[src/rtl/gb_mem_pkg.sv]
// gb_mem_pkg: shared CGB memory-map definitions.
//   - Region base addresses of the 16-bit system bus.
//   - src_region_e: classification of an HDMA source address.
//   - classify_src(): maps a bus address to its region.
package gb_mem_pkg;

  localparam logic [15:0] VRAM_BASE = 16'h8000;
  localparam logic [15:0] XRAM_BASE = 16'hA000;
  localparam logic [15:0] WRAM_BASE = 16'hC000;
  localparam logic [15:0] ECHO_BASE = 16'hE000;

  typedef enum logic [2:0] {
    SRC_ROM  = 3'd0,
    SRC_VRAM = 3'd1,
    SRC_XRAM = 3'd2,
    SRC_WRAM = 3'd3,
    SRC_ECHO = 3'd4
  } src_region_e;

  function automatic src_region_e classify_src(input logic [15:0] addr);
    src_region_e region;
    if (addr < VRAM_BASE) begin
      region = SRC_ROM;
    end else if (addr < XRAM_BASE) begin
      region = SRC_VRAM;
    end else if (addr < WRAM_BASE) begin
      region = SRC_XRAM;
    end else if (addr < ECHO_BASE) begin
      region = SRC_WRAM;
    end else begin
      region = SRC_ECHO;
    end
    return region;
  endfunction

endpackage

[src/rtl/hdma_src_decode.sv]
// hdma_src_decode: combinational remap and classification of an HDMA source
// address.
//   addr_i    [15:0] raw source address from the HDMA controller
//   addr_o    [15:0] address to present on the system bus
//   region_o         region the raw address falls in
module hdma_src_decode
  import gb_mem_pkg::*;
(
  input  logic [15:0] addr_i,
  output logic [15:0] addr_o,
  output src_region_e region_o
);

  // Echo RAM (E000-FFFF) is served by the external RAM window, so bit 14 is
  // dropped to fold it onto A000-BFFF.
  always_comb begin
    region_o = classify_src(addr_i);
    if (region_o == SRC_ECHO) begin
      addr_o = {addr_i[15], 1'b0, addr_i[13:0]};
    end else begin
      addr_o = addr_i;
    end
  end

endmodule

[src/rtl/hdma_bus_engine.sv]
// hdma_bus_engine: executes HDMA read/write pairs between the system bus and
// VRAM, owns the VRAM write port arbitration and stalls the CPU during HDMA.
//   clk, reset            clock, synchronous active-high reset
//   cpu_en                clock enable; state advances only when high
//   hdma, hdma_write      HDMA active / phase (0 = read, 1 = write)
//   hdma_src_addr         source byte address for the current pair
//   hdma_vram_addr        VRAM offset for the current pair
//   vram_bank             VBK bit 0
//   src_addr/src_re       system-bus read request; src_rdata returns the data
//   cpu_vram_*            CPU-side VRAM write request
//   vram_addr/wdata/we    VRAM write port
//   cpu_stall             CPU must hold its bus cycle
//   xfer_count            bytes written in the current/last session
//   proto_err             sticky protocol-violation flag
module hdma_bus_engine
  import gb_mem_pkg::*;
(
  input  logic        clk,
  input  logic        reset,
  input  logic        cpu_en,
  input  logic        hdma,
  input  logic [15:0] hdma_src_addr,
  input  logic [12:0] hdma_vram_addr,
  input  logic        hdma_write,
  input  logic        vram_bank,
  output logic [15:0] src_addr,
  output logic        src_re,
  input  logic [7:0]  src_rdata,
  input  logic [12:0] cpu_vram_addr,
  input  logic [7:0]  cpu_vram_wdata,
  input  logic        cpu_vram_we,
  output logic [13:0] vram_addr,
  output logic [7:0]  vram_wdata,
  output logic        vram_we,
  output logic        cpu_stall,
  output logic [15:0] xfer_count,
  output logic        proto_err
);

  logic [7:0]  latch_q, latch_d;
  logic        latch_valid_q, latch_valid_d;
  logic [15:0] xfer_q, xfer_d;
  logic        err_q, err_d;
  logic        prev_hdma_q, prev_hdma_d;

  logic [15:0] remap_addr_s;
  src_region_e region_s;
  logic        read_phase_s;
  logic        write_phase_s;
  logic        src_is_vram_s;
  logic        hdma_wr_s;
  logic [15:0] xfer_base_s;

  hdma_src_decode u_src_decode (
    .addr_i   (hdma_src_addr),
    .addr_o   (remap_addr_s),
    .region_o (region_s)
  );

  assign read_phase_s  = hdma & ~hdma_write;
  assign write_phase_s = hdma & hdma_write;
  // VRAM cannot be read while it is the destination; such sources yield FF.
  assign src_is_vram_s = (region_s == SRC_VRAM);
  assign hdma_wr_s     = write_phase_s & cpu_en & latch_valid_q;
  // The count restarts on the first enabled cycle of a new session.
  assign xfer_base_s   = (hdma & ~prev_hdma_q) ? 16'h0000 : xfer_q;

  // State registers.
  always_ff @(posedge clk) begin
    if (reset) begin
      latch_q       <= 8'hFF;
      latch_valid_q <= 1'b0;
      xfer_q        <= 16'h0000;
      err_q         <= 1'b0;
      prev_hdma_q   <= 1'b0;
    end else begin
      latch_q       <= latch_d;
      latch_valid_q <= latch_valid_d;
      xfer_q        <= xfer_d;
      err_q         <= err_d;
      prev_hdma_q   <= prev_hdma_d;
    end
  end

  // Next-state logic: latch handshake, session byte count, protocol errors.
  always_comb begin
    latch_d       = latch_q;
    latch_valid_d = latch_valid_q;
    xfer_d        = xfer_q;
    err_d         = err_q;
    prev_hdma_d   = prev_hdma_q;
    if (cpu_en) begin
      prev_hdma_d = hdma;
      xfer_d      = xfer_base_s + {15'd0, hdma_wr_s};
      if (read_phase_s) begin
        latch_d       = src_is_vram_s ? 8'hFF : src_rdata;
        latch_valid_d = 1'b1;
        // A byte still pending here would be lost.
        if (latch_valid_q) begin
          err_d = 1'b1;
        end else begin
          err_d = err_q;
        end
      end else if (write_phase_s) begin
        latch_valid_d = 1'b0;
        if (!latch_valid_q) begin
          err_d = 1'b1;
        end else begin
          err_d = err_q;
        end
      end else begin
        // HDMA ended with an unconsumed byte: discard it.
        if (latch_valid_q) begin
          latch_valid_d = 1'b0;
          err_d         = 1'b1;
        end else begin
          latch_valid_d = latch_valid_q;
        end
      end
    end else begin
      prev_hdma_d = prev_hdma_q;
    end
  end

  // Output logic: bus and VRAM port muxing; reset forces idle values at once.
  always_comb begin
    src_addr   = 16'h0000;
    src_re     = 1'b0;
    vram_addr  = 14'h0000;
    vram_wdata = 8'hFF;
    vram_we    = 1'b0;
    cpu_stall  = 1'b0;
    xfer_count = 16'h0000;
    proto_err  = 1'b0;
    if (reset) begin
      src_re = 1'b0;
    end else begin
      cpu_stall  = hdma;
      xfer_count = xfer_q;
      proto_err  = err_q;
      if (read_phase_s) begin
        src_addr   = remap_addr_s;
        src_re     = cpu_en & ~src_is_vram_s;
        vram_addr  = {vram_bank, hdma_vram_addr};
        vram_wdata = latch_q;
      end else if (write_phase_s) begin
        vram_addr  = {vram_bank, hdma_vram_addr};
        vram_wdata = latch_q;
        vram_we    = hdma_wr_s;
      end else begin
        vram_addr  = {vram_bank, cpu_vram_addr};
        vram_wdata = cpu_vram_wdata;
        vram_we    = cpu_vram_we;
      end
    end
  end

endmodule
[config.mk]
export PLATFORM = sky130hd
export DESIGN_NAME = hdma_bus_engine
export DESIGN_NICKNAME = d
export VERILOG_FILES = /design/src/rtl/gb_mem_pkg.sv /design/src/rtl/hdma_src_decode.sv /design/src/rtl/hdma_bus_engine.sv
export SDC_FILE = /design/constraint.sdc
export NUM_CORES = 1
export LEC_CHECK = 0
export CORE_ASPECT_RATIO = 1.25
export CORE_MARGIN = 2
export CORE_UTILIZATION = 25
export DETAILED_ROUTE_END_ITERATION = 8
export GPL_ROUTABILITY_DRIVEN = 0
export GPL_TIMING_DRIVEN = 1
export PLACE_DENSITY_LB_ADDON = 0.2
export SYNTH_ARGS = -nofsm -noshare
export SYNTH_HDL_FRONTEND = slang
export SYNTH_SLANG_ARGS = --single-unit
[constraint.sdc]
create_clock -name clk -period 6.45 [get_ports clk]
set_input_delay 1.29 -clock clk [delete_from_list [all_inputs] [get_ports clk]]
set_output_delay 1.29 -clock clk [all_outputs]
set_load 0.02 [all_outputs]
Word-level counts from Yosys, hierarchy flattened
Cells that the tools add are included.
{ "word_totals": {"output_inout_bits": 58, "wordCells": 52, "register_bits": 27, "inputBits": 65} }
{ "op_classes": {"eq_ne": 3, "n_reduce_logical": 2, "mux": 28, "n_addsub": 1, "bitwise_logic": 9, "n_lt_le_gt_ge": 4} }
{ "ops": {"columns": ["op", "n"], "rows": [
  ["$lt 16x16->1 const B", 4],
  ["$mux 16", 4],
  ["$mux 8", 4],
  ["$mux 13", 2],
  ["$add 16x1->16", 1],
  ["$mux 15", 1],
  ["$mux 14", 1],
  ["$mux 1", 12],
  ["$mux 3", 4],
  ["$and 1x1->1", 6],
  ["$reduce_and 2->1", 2],
  ["$eq 3x1->1 const B", 1],
  ["$eq 3x3->1 const B", 1],
  ["$ne 3x3->1 const B", 1],
  ["$not 1->1", 3]
]} }

Depth between registers and ports, before layout
Gate-level depths: netlist of run 1.
{ "logic_depth": {"depth_word": 10, "depth_mapped": 9, "mapped_depth_nobuf": 8} }

By module
From an unflattened synthesis of run 1, not the netlist that was laid out.
{ "unflattened": {"hier_cells": 252, "area_unflattened_um2": 2004.4} }
{ "modules_own_cells": {"columns": ["module", "area_per_inst_um2", "n_inst", "cells_per_inst", "seq_area_each_um2"], "rows": [
  ["hdma_bus_engine", 1853.0, 1, 232, 540.5],
  ["hdma_src_decode", 151.4, 1, 20, 0.0]
]} }

Least setup slack after synthesis of run 1
Ideal clock, no wire load.
{ "synth_timing": {"kind": "in2out", "from": "input port reset", "to": "output port src_addr[10]", "stages": 5, "path_buffers": 2, "required_ns": 5.160, "setup_slack_ns": 2.570, "t_arrival_ns": 2.590, "cell_sequence": "clkbuf_1 -> nor2b_1 -> nor2b_1 -> clkbuf_1 -> and2_1"} }
{ "synth_between": {"elab_chain_len": 1} }
{ "synth_rtl": {"columns": ["item", "line_no", "text"], "rows": [
  ["start: declaration", "hdma_bus_engine.sv:19", "input logic reset,"],
  ["$mux 16", "hdma_bus_engine.sv:135", "if (reset) begin"],
  ["end: declaration", "hdma_bus_engine.sv:26", "output logic [15:0] src_addr,"]
]} }
Every way passes these cells.

Final worst setup path of run 1
{ "layout_timing": {"from": "input port hdma", "to": "output port src_re"} }
{ "layout_between": {"elab_chain_len": 3} }
{ "layout_rtl": {"columns": ["item", "line_no", "text"], "rows": [
  ["start: declaration", "hdma_bus_engine.sv:21", "input logic hdma,"],
  ["$and 1x1->1", "hdma_bus_engine.sv:60", "assign read_phase_s = hdma & ~hdma_write;"],
  ["$mux 1", "hdma_bus_engine.sv:141", "if (read_phase_s) begin"],
  ["$mux 1", "hdma_bus_engine.sv:135", null],
  ["end: declaration", "hdma_bus_engine.sv:27", "output logic src_re,"]
]} }
Every way passes these cells.

==> results of run 1 <==
state kept, by name, summed over array words and instances, names as in the netlist:
signal and flops:
xfer_q 16, latch_q 8, err_q 1, latch_valid_q 1, prev_hdma_q 1
per-stage QoR:
| step | hold slack [ns] | cell area [sq um] |
|---|---|---|
| floorplan | 0.429 | 1800 |
| global placement | 0.448 | 3080 |
| detailed placement | 0.455 | 3080 |
| CTS | 0.478 | 3130 |
| global route | 0.496 | 3130 |
| finish | 0.469 | 3130 |
Yosys cell counts (7+ instances only):
library cell | number | area, sq um
sky130_fd_sc_hd__a211o_1 | 8 | 70.1
sky130_fd_sc_hd__a21oi_1 | 13 | 65.1
sky130_fd_sc_hd__and2_1 | 15 | 93.8
sky130_fd_sc_hd__clkbuf_1 | 8 | 30.0
sky130_fd_sc_hd__dfxtp_1 | 27 | 541
sky130_fd_sc_hd__mux2i_1 | 15 | 150
sky130_fd_sc_hd__nand2_1 | 23 | 86.3
sky130_fd_sc_hd__nand4_1 | 7 | 43.8
sky130_fd_sc_hd__nor2_1 | 27 | 101
sky130_fd_sc_hd__nor2b_1 | 31 | 194
sky130_fd_sc_hd__o22a_1 | 8 | 70.1
kinds of logic (layout without fill, tap and decap cells):
kind of cell | count (synthesis) | in the layout
compound gates | 40 | 40
xor+xnor | 4 | 4
flops | 27 | 27
simple gates | 122 | 122
mux | 17 | 17
fa+ha+maj | 2 | 2
buf+inv | 18 | 131
cell type report:
class / instances / area share
clock buffers: 4 / 0.0144
flip-flops and latches: 27 / 0.173
repair buffers: 124 / 0.394
inverters: 3 / 0.00360
well taps: 90 / 0.0360
multi-input cells: 185 / 0.379
per-layer routing:
layer	track usage	share of wire	vias up
li1	-	-	1016
met1	0.161	0.42	920
met2	0.238	0.49	75
met3	0.0430	0.076	2
met4	0.0352	0.0078	0
met5	0	0	-
worst max-delay path: cells and delay by family:
kind	cells	cell delay (ns)
buffers and inverters	4	1.59
and+or+nand+nor	3	0.70
where the power goes:
group | switching [mW] | internal, mW
combinational | 0.0504 | 0.0687
clock | 0.0520 | 0.0442
sequential | 0.00170 | 0.169
total | 0.104 | 0.282
final timing paths:
kind	to	slack (ns)
setup reg to reg	xfer_q[14]$_SDFFE_PP0P_	4.21
hold reg to reg	err_q$_SDFFE_PP0P_	0.47
setup / recovery	src_re	1.56
hold / removal	err_q$_SDFFE_PP0P_	0.47
cells in the final DEF, fill, tap and decap left out, types with 3 or more instances in the layout:
master and instances:
sky130_fd_sc_hd__clkdlybuf4s50_1 121, sky130_fd_sc_hd__nor2b_1 31, sky130_fd_sc_hd__nor2_1 27, sky130_fd_sc_hd__dfxtp_1 27
sky130_fd_sc_hd__nand2_1 23, sky130_fd_sc_hd__and2_1 15, sky130_fd_sc_hd__mux2i_1 15, sky130_fd_sc_hd__a21oi_1 13
sky130_fd_sc_hd__a211o_1 8, sky130_fd_sc_hd__o22a_1 8, sky130_fd_sc_hd__nand4_1 7, sky130_fd_sc_hd__nand3_1 4
sky130_fd_sc_hd__a31o_2 4, sky130_fd_sc_hd__and3_1 3, sky130_fd_sc_hd__inv_1 3, sky130_fd_sc_hd__nor3_1 3
sky130_fd_sc_hd__a21o_1 3, sky130_fd_sc_hd__clkbuf_8 3
==> metrics list, run 1 <==
- The largest single stage delay on the critical path is ~0.61 ns.
- Clock Tree Root: sky130_fd_sc_hd__clkbuf_8
- In the routed design, unresolved DRC markers number 0.
- Registers take ~540 sq um.
* Post-Synthesis Net Count: between 200 and 300
- Number of rows in the core area: 34
* Overall Power: between 0.3 and 0.4 mW
- Slowest cell on the critical path: sky130_fd_sc_hd__clkdlybuf4s50_1
- VDD IR max: 0.0000760 V
- Final core occ: 0.448
- Of all nets on the critical path, the largest fanout is 34.
* ANT nets after route: 0
- Critical Path End Type: primary output
- Final setup violation count: 0
- Prior to clock tree synthesis, the placed netlist has a worst setup slack of about 1.6 ns.
- The multi-input combinational cells in the finished layout cover a total of between 1000 and 1500 sq um.
- Final HPWL DP: roughly 4200 um
- Adder-Cell Fraction of Synth Area: 0.0139
- Startpoint type of the worst setup path: input port
- Sequence of cells on the critical path: clkdlybuf4s50_1, buf_4, nand2_1, nor2_1, nand3b_1, inv_1, clkdlybuf4s50_1
* Power per standard cell area: between 100 and 150 nW/um^2
- After synthesis, the largest family of logic cells by area is simple AND/OR/NAND/NOR gates.
- After clock tree synthesis, the flow added hold-fix buffers numbering 0.
- Number of top-level pins: 123
* Maximum number of pins on one net before global-route repair: 35
- Synth Area in Simple Gates: 0.368
* Vias per std cell: around 4.6
- Fraction of the yosys area taken by sequential cells: 0.300
- The worst register-to-register path begins at prev_hdma_q$_SDFFE_PP0P_.
- Die outline width: around 80 um
* Depth of the worst register-to-register path: 8
- The initial utilization of the core area, before any placement, comes to 0.258.
* Measured slew at the worst slew-check pin: 0.850 ns
- Clock latency at the later pin of the worst-skew pair: ~0.27 ns
- Counting flops and latches in the post-synthesis netlist gives 27.
- The smallest clock period supported by the final layout is computed as 4.89 ns.
- Routed via count: between 2,000 and 2,500
- First-pass GRT wire length: ~8900 um
* Layout cell share with drive strength beyond 1: 0.0408
- Clock slew at reported path FFs: 0.09 ns
- By instance count, the cell type seen most on the critical path is sky130_fd_sc_hd__clkdlybuf4s50_1.
- At the end of the flow, the number of nets in the layout was slightly above 400.
* CTS H-tree lvls: 1
- In this run, synthesis inferred 0 flip-flops with an integrated enable.
- WHS Path Cells: 2
- Fill cells in the final layout number 730.
- In this run the standard cell core region covers approximately 7000 sq um.
- The worst pin sits at a relative slew slack of 0.429.
- Each instance of the synthesized netlist takes up on average roughly 7.8 sq um.
- The final count of hold timing violations came to 0.
- Overall overflow remaining after global route: 0
- Beginning of the critical path: hdma
- After clock tree synthesis, the setup repair step added 0 buffers.
- The complex-gate fraction of the synthesized area is 0.161.
- In the global route stage, overall resource usage came out at 0.137.
- After the first detailed-routing iteration, the DRC count stood at 69.
- Aggregate routed wire length: 5370 um
* Worst min-delay path class: reg -> reg
- Multiplexer share of the synthesized area: 0.0958
- After detailed routing, the average wire length per cell comes to 12.4 um.
- At the worst endpoint, the required time is approximately 5.2 ns.
* Result of the run: complete, no violations
- After detailed placement, the design holds a cell count of around 430.
- Data arrival time of the worst path: 3.60 ns
- The number of different library cells used by synthesis comes to 36.
- In the synthesized netlist, the number of instances is 230.
* Layout-stage area growth over the synthesis result: 73.4%
- TritonCTS built the clock tree.
- Count of synthesis-stage warnings from yosys: 0
* Setup TNS: 0 ns
- Number of antenna violations at the first check in global routing: 0
* Max Cap Violations: 0
- Number of iterations in the first detailed-routing pass: 4
- The final count of pins violating max slew came to 0.
* Final non-filler cell total: ~430
- Dividing the final minimum period by the clock period gives 0.759.
* Post-Route Skew: ~0.0046 ns
* Share of synthesized flip-flops with an asynchronous set or reset: 0
- Path type of the worst setup path: in -> out
* Top FF cell, synth: sky130_fd_sc_hd__dfxtp_1
- # resized after CTS: 0
- Buffers added on ports: 122
- Highest clock frequency the design can meet: about 0.2 GHz
* Worst setup slack after layout: between 1.5 and 2 ns
- Of the total synthesized cell area, the portion taken by XOR and XNOR cells is 0.0194.
* Sink count of the clock tree: 27
- For this design the static power due to leakage is between 1 and 1.5 nW.
- The mapped netlist covers between 1500 and 2000 sq um.
- The number of antenna diodes in the final layout is 0.
* Clock buffer depth: 2
- From bottom edge to top edge, the die measures between 90 and 100 um.
- RSZ-0062 raised after global routing: false
* Worst hold start: err_q$_SDFFE_PP0P_
- The die covers between 7000 and 8000 sq um.
- The number of global-route vias before repair came to roughly 2,000.
- Counting the buffers created by CTS gives 3.
Note: power is estimated with default switching activity, not from simulation.
==> run 2: changes to the inputs <==
==> constraint.sdc (replaced) <==
create_clock -name clk -period 5.06 [get_ports clk]
set_input_delay 1.012 -clock clk [delete_from_list [all_inputs] [get_ports clk]]
set_output_delay 1.012 -clock clk [all_outputs]
set_load 0.02 [all_outputs]
==> run 2 against run 1 <==
Net effect:
- cell area is 0.24% higher
- wire length is 3.2% higher
- cell count is 0.23% higher
- sequential share of layout area hardly changed
- via count is 0.65% higher
- power is 28% higher
- flip-flop and latch count stayed put
- utilization is 0.11 points higher
- first-iteration DRC count is 10% higher
- non-clock buffer count is 1 higher
- combinational power is 29% higher
- largest power group unchanged
==> metrics list, run 2 (synthesis gave the netlist of run 1 again) <==
- The total number of cells along the worst setup path is 5 (-2).
- The antenna violation net count after detailed routing came to 0 (unchanged).
- Overall overflow remaining after global route: 0 (unchanged)
* Overall Power: 0.495 mW (+28%)
- Maximum number of pins on one net before global-route repair: 38 (+8.6%)
- The data arrival time of the worst path came to 3.17 ns (-0.43 ns).
- The power density relative to cell area is 158 nW/um^2 (+28%).
* Initial DRC count: 76 (+10%)
- The layout filler cell count came to 719 (-1.5%).
- Total area of sequential cells: 541 sq um (unchanged)
* Worst R2R Setup Slack: 2.83 ns (-1.38 ns)
* Slowest cell on the critical path: sky130_fd_sc_hd__nor2b_1
* Die outline width: 80.0 um (unchanged)
- Registers with the most flip-flops: xfer_q: 16 flops, latch_q: 8 flops
* WHS Path Cells: 1 (-1)
* Routed length per instance: 12.8 um (+3.0%)
* Critical Path End Type: primary output
- The setup total negative slack was 0 ns (unchanged).
- The count of hold-fix buffers inserted at cts is 0 (unchanged).
- The final setup skew is 0.00211 ns (-0.00247 ns).
* Static Leak: 1.17 nW (+0.41%)
- Result of the run: complete, no violations
- The count of buffers inserted at the top-level ports came to 122 (unchanged).
* Post-CTS setup-driven buffer insertion count: 0 (unchanged)
- The detailed placement HPWL was 4230 um (+1.8%).
- The total area of multi-input combinational cells is 1190 sq um (unchanged).
* TritonCTS clock tree: done
* Via count of the first global-routing pass: 2,047 (+1.3%)
- The routed wire length was 5550 um (+3.2%).
- Initial cell density of the core: 0.258 (unchanged)
- Number of endpoints with negative hold slack in the final report: 0 (unchanged)
- The worst voltage drop across the vdd grid came to 0.0000996 V (+31%).
- The total via count after detailed routing is 2,026 (+0.65%).
- Count of unresolved DRC violations after routing: 0 (unchanged)
- Clock Tree Root: sky130_fd_sc_hd__clkbuf_8
* Die H: 98.9 um (unchanged)
- Layout cell share with drive strength beyond 1: 0.0436 (+0.00279)
- Depth of the worst register-to-register path: 8 (unchanged)
- The total of max-cap violations was 0 (unchanged).
* Relative slew slack: 0.393 (-0.0360)
- Layout-stage area growth over the synthesis result: 73.8%
* Most common cell after layout, fill and taps aside: sky130_fd_sc_hd__clkdlybuf4s50_1
- The required time at the endpoint of the critical path is 4.05 ns (-1.11 ns).
- Flip-flop count of the largest register after layout: 16 (unchanged)
- The number of nets in the layout was 412 (+0.24%).
- Top Family by Delay on Critical Path: buffers and inverters
- Walking the worst path, the cells encountered are clkdlybuf4s50_1, nor2b_1, nor2b_1, and3_1, clkdlybuf4s50_1.
- Cell count after placement: 430 (+0.23%)
* Sink count of the clock tree: 27 (unchanged)
- # resized after CTS: 0 (unchanged)
- Number of antenna violations at the first check in global routing: 0 (unchanged)
- The number of buffers added by the clock tree synthesis step was 3 (unchanged).
- Clock buffer depth: 2 (unchanged)
* Path type of the worst setup path: in -> out
* Max Slew Vio Count: 0 (unchanged)
- Diodes inserted: 0 (unchanged)
- The row count was 34 (unchanged).
* Slowest Stage Delay on Critical Path: 0.62 ns (about the same)
* Design Area, Final: 3130 sq um (+0.24%)
* CTS H-tree lvls: 1 (unchanged)
- The post-CTS clock slew at the launch and capture registers of the worst setup and hold paths is 0.09 ns (about the same).
- The post-placement cell area was 3090 sq um (+0.24%).
- Vias per std cell: 4.67 (+0.41%)
- The standard cell core area came to 6980 sq um (unchanged).
* CP Max Fanout: 16 (-53%)
- The worst setup path is launched from an input port.
* First-pass GRT wire length: 9420 um (+5.9%)
* Clock latency at the later pin of the worst-skew pair: 0.27 ns (about the same)
- The transition time at the pin with the least slew margin is 0.903 ns (+0.0537 ns).
- xfer_q holds more flip-flops than any other register.
- The count of placed standard cells in the final layout, fillers left out is 434 (+0.23%).
- Number of top-level pins: 123 (unchanged)
- Of the available clock period, the critical path in the final layout requires 0.827.
- Highest clock frequency the design can meet: around 0.24 GHz
- The buffer and inverter count on the worst path came to 2 (-2).
* Min cycle time layout: about 4.2 ns
- The library cells used most frequently in the layout, excluding fill and tap cells, are sky130_fd_sc_hd__clkdlybuf4s50_1, sky130_fd_sc_hd__nor2b_1, sky130_fd_sc_hd__nor2_1, sky130_fd_sc_hd__dfxtp_1, sky130_fd_sc_hd__nand2_1.
* RSZ-0062 raised after global routing: false
- The global-route usage over all layers came to 0.145 (+0.00796).
* Number of iterations in the first detailed-routing pass: 4 (unchanged)
- The count of final setup violators came to 0 (unchanged).
- The worst hold path belongs to the class reg -> reg.
- The overall die area was 7910 sq um (unchanged).
[run 2: cell count changes in the layout (fill, tap and decap cells not counted), sizes merged]
cell / change
buf: +1
[run 2: cell type report]
type,instances,share of cell area
clock buffer,4,0.0144
inverter,3,0.00359
multi-input combinational,185,0.378
sequential,27,0.172
tap,90,0.0359
timing repair buffer,125,0.395
[run 2: report_power, final]
group	internal (mW)	leakage [nW]	switching (mW)
Clock	0.0565	0.0228	0.0675
Combinational	0.0881	0.933	0.0648
Sequential	0.216	0.219	0.00227
[run 2: through the flow]
step / hold WS, ns / setup slack [ns] / utilization
4_1_cts: 0.482 / 0.870 / 0.449
5_1_grt: 0.494 / 0.710 / 0.449
3_3_place_gp: 0.452 / 0.947 / 0.443
2_1_floorplan: 0.429 / 1.74 / -
3_5_place_dp: 0.458 / 0.874 / 0.443
6_report: 0.480 / 0.876 / 0.449
[run 2: metal layers]
metal | routed length [um] | GRT usage
met5 | 0 | 0
met3 | 492 | 0.0504
met4 | 89 | 0.0495
met1 | 2270 | 0.173
met2 | 2700 | 0.238
[run 2: path summary, 6_finish.rpt]
check	end	from
worst min register to register	latch_q[3]$_SDFFE_PP1P_	latch_q[3]$_SDFFE_PP1P_
worst max-delay path	src_addr[14]	hdma
worst max register to register	xfer_q[14]$_SDFFE_PP0P_	prev_hdma_q$_SDFFE_PP0P_
worst min-delay path	latch_q[3]$_SDFFE_PP1P_	latch_q[3]$_SDFFE_PP1P_
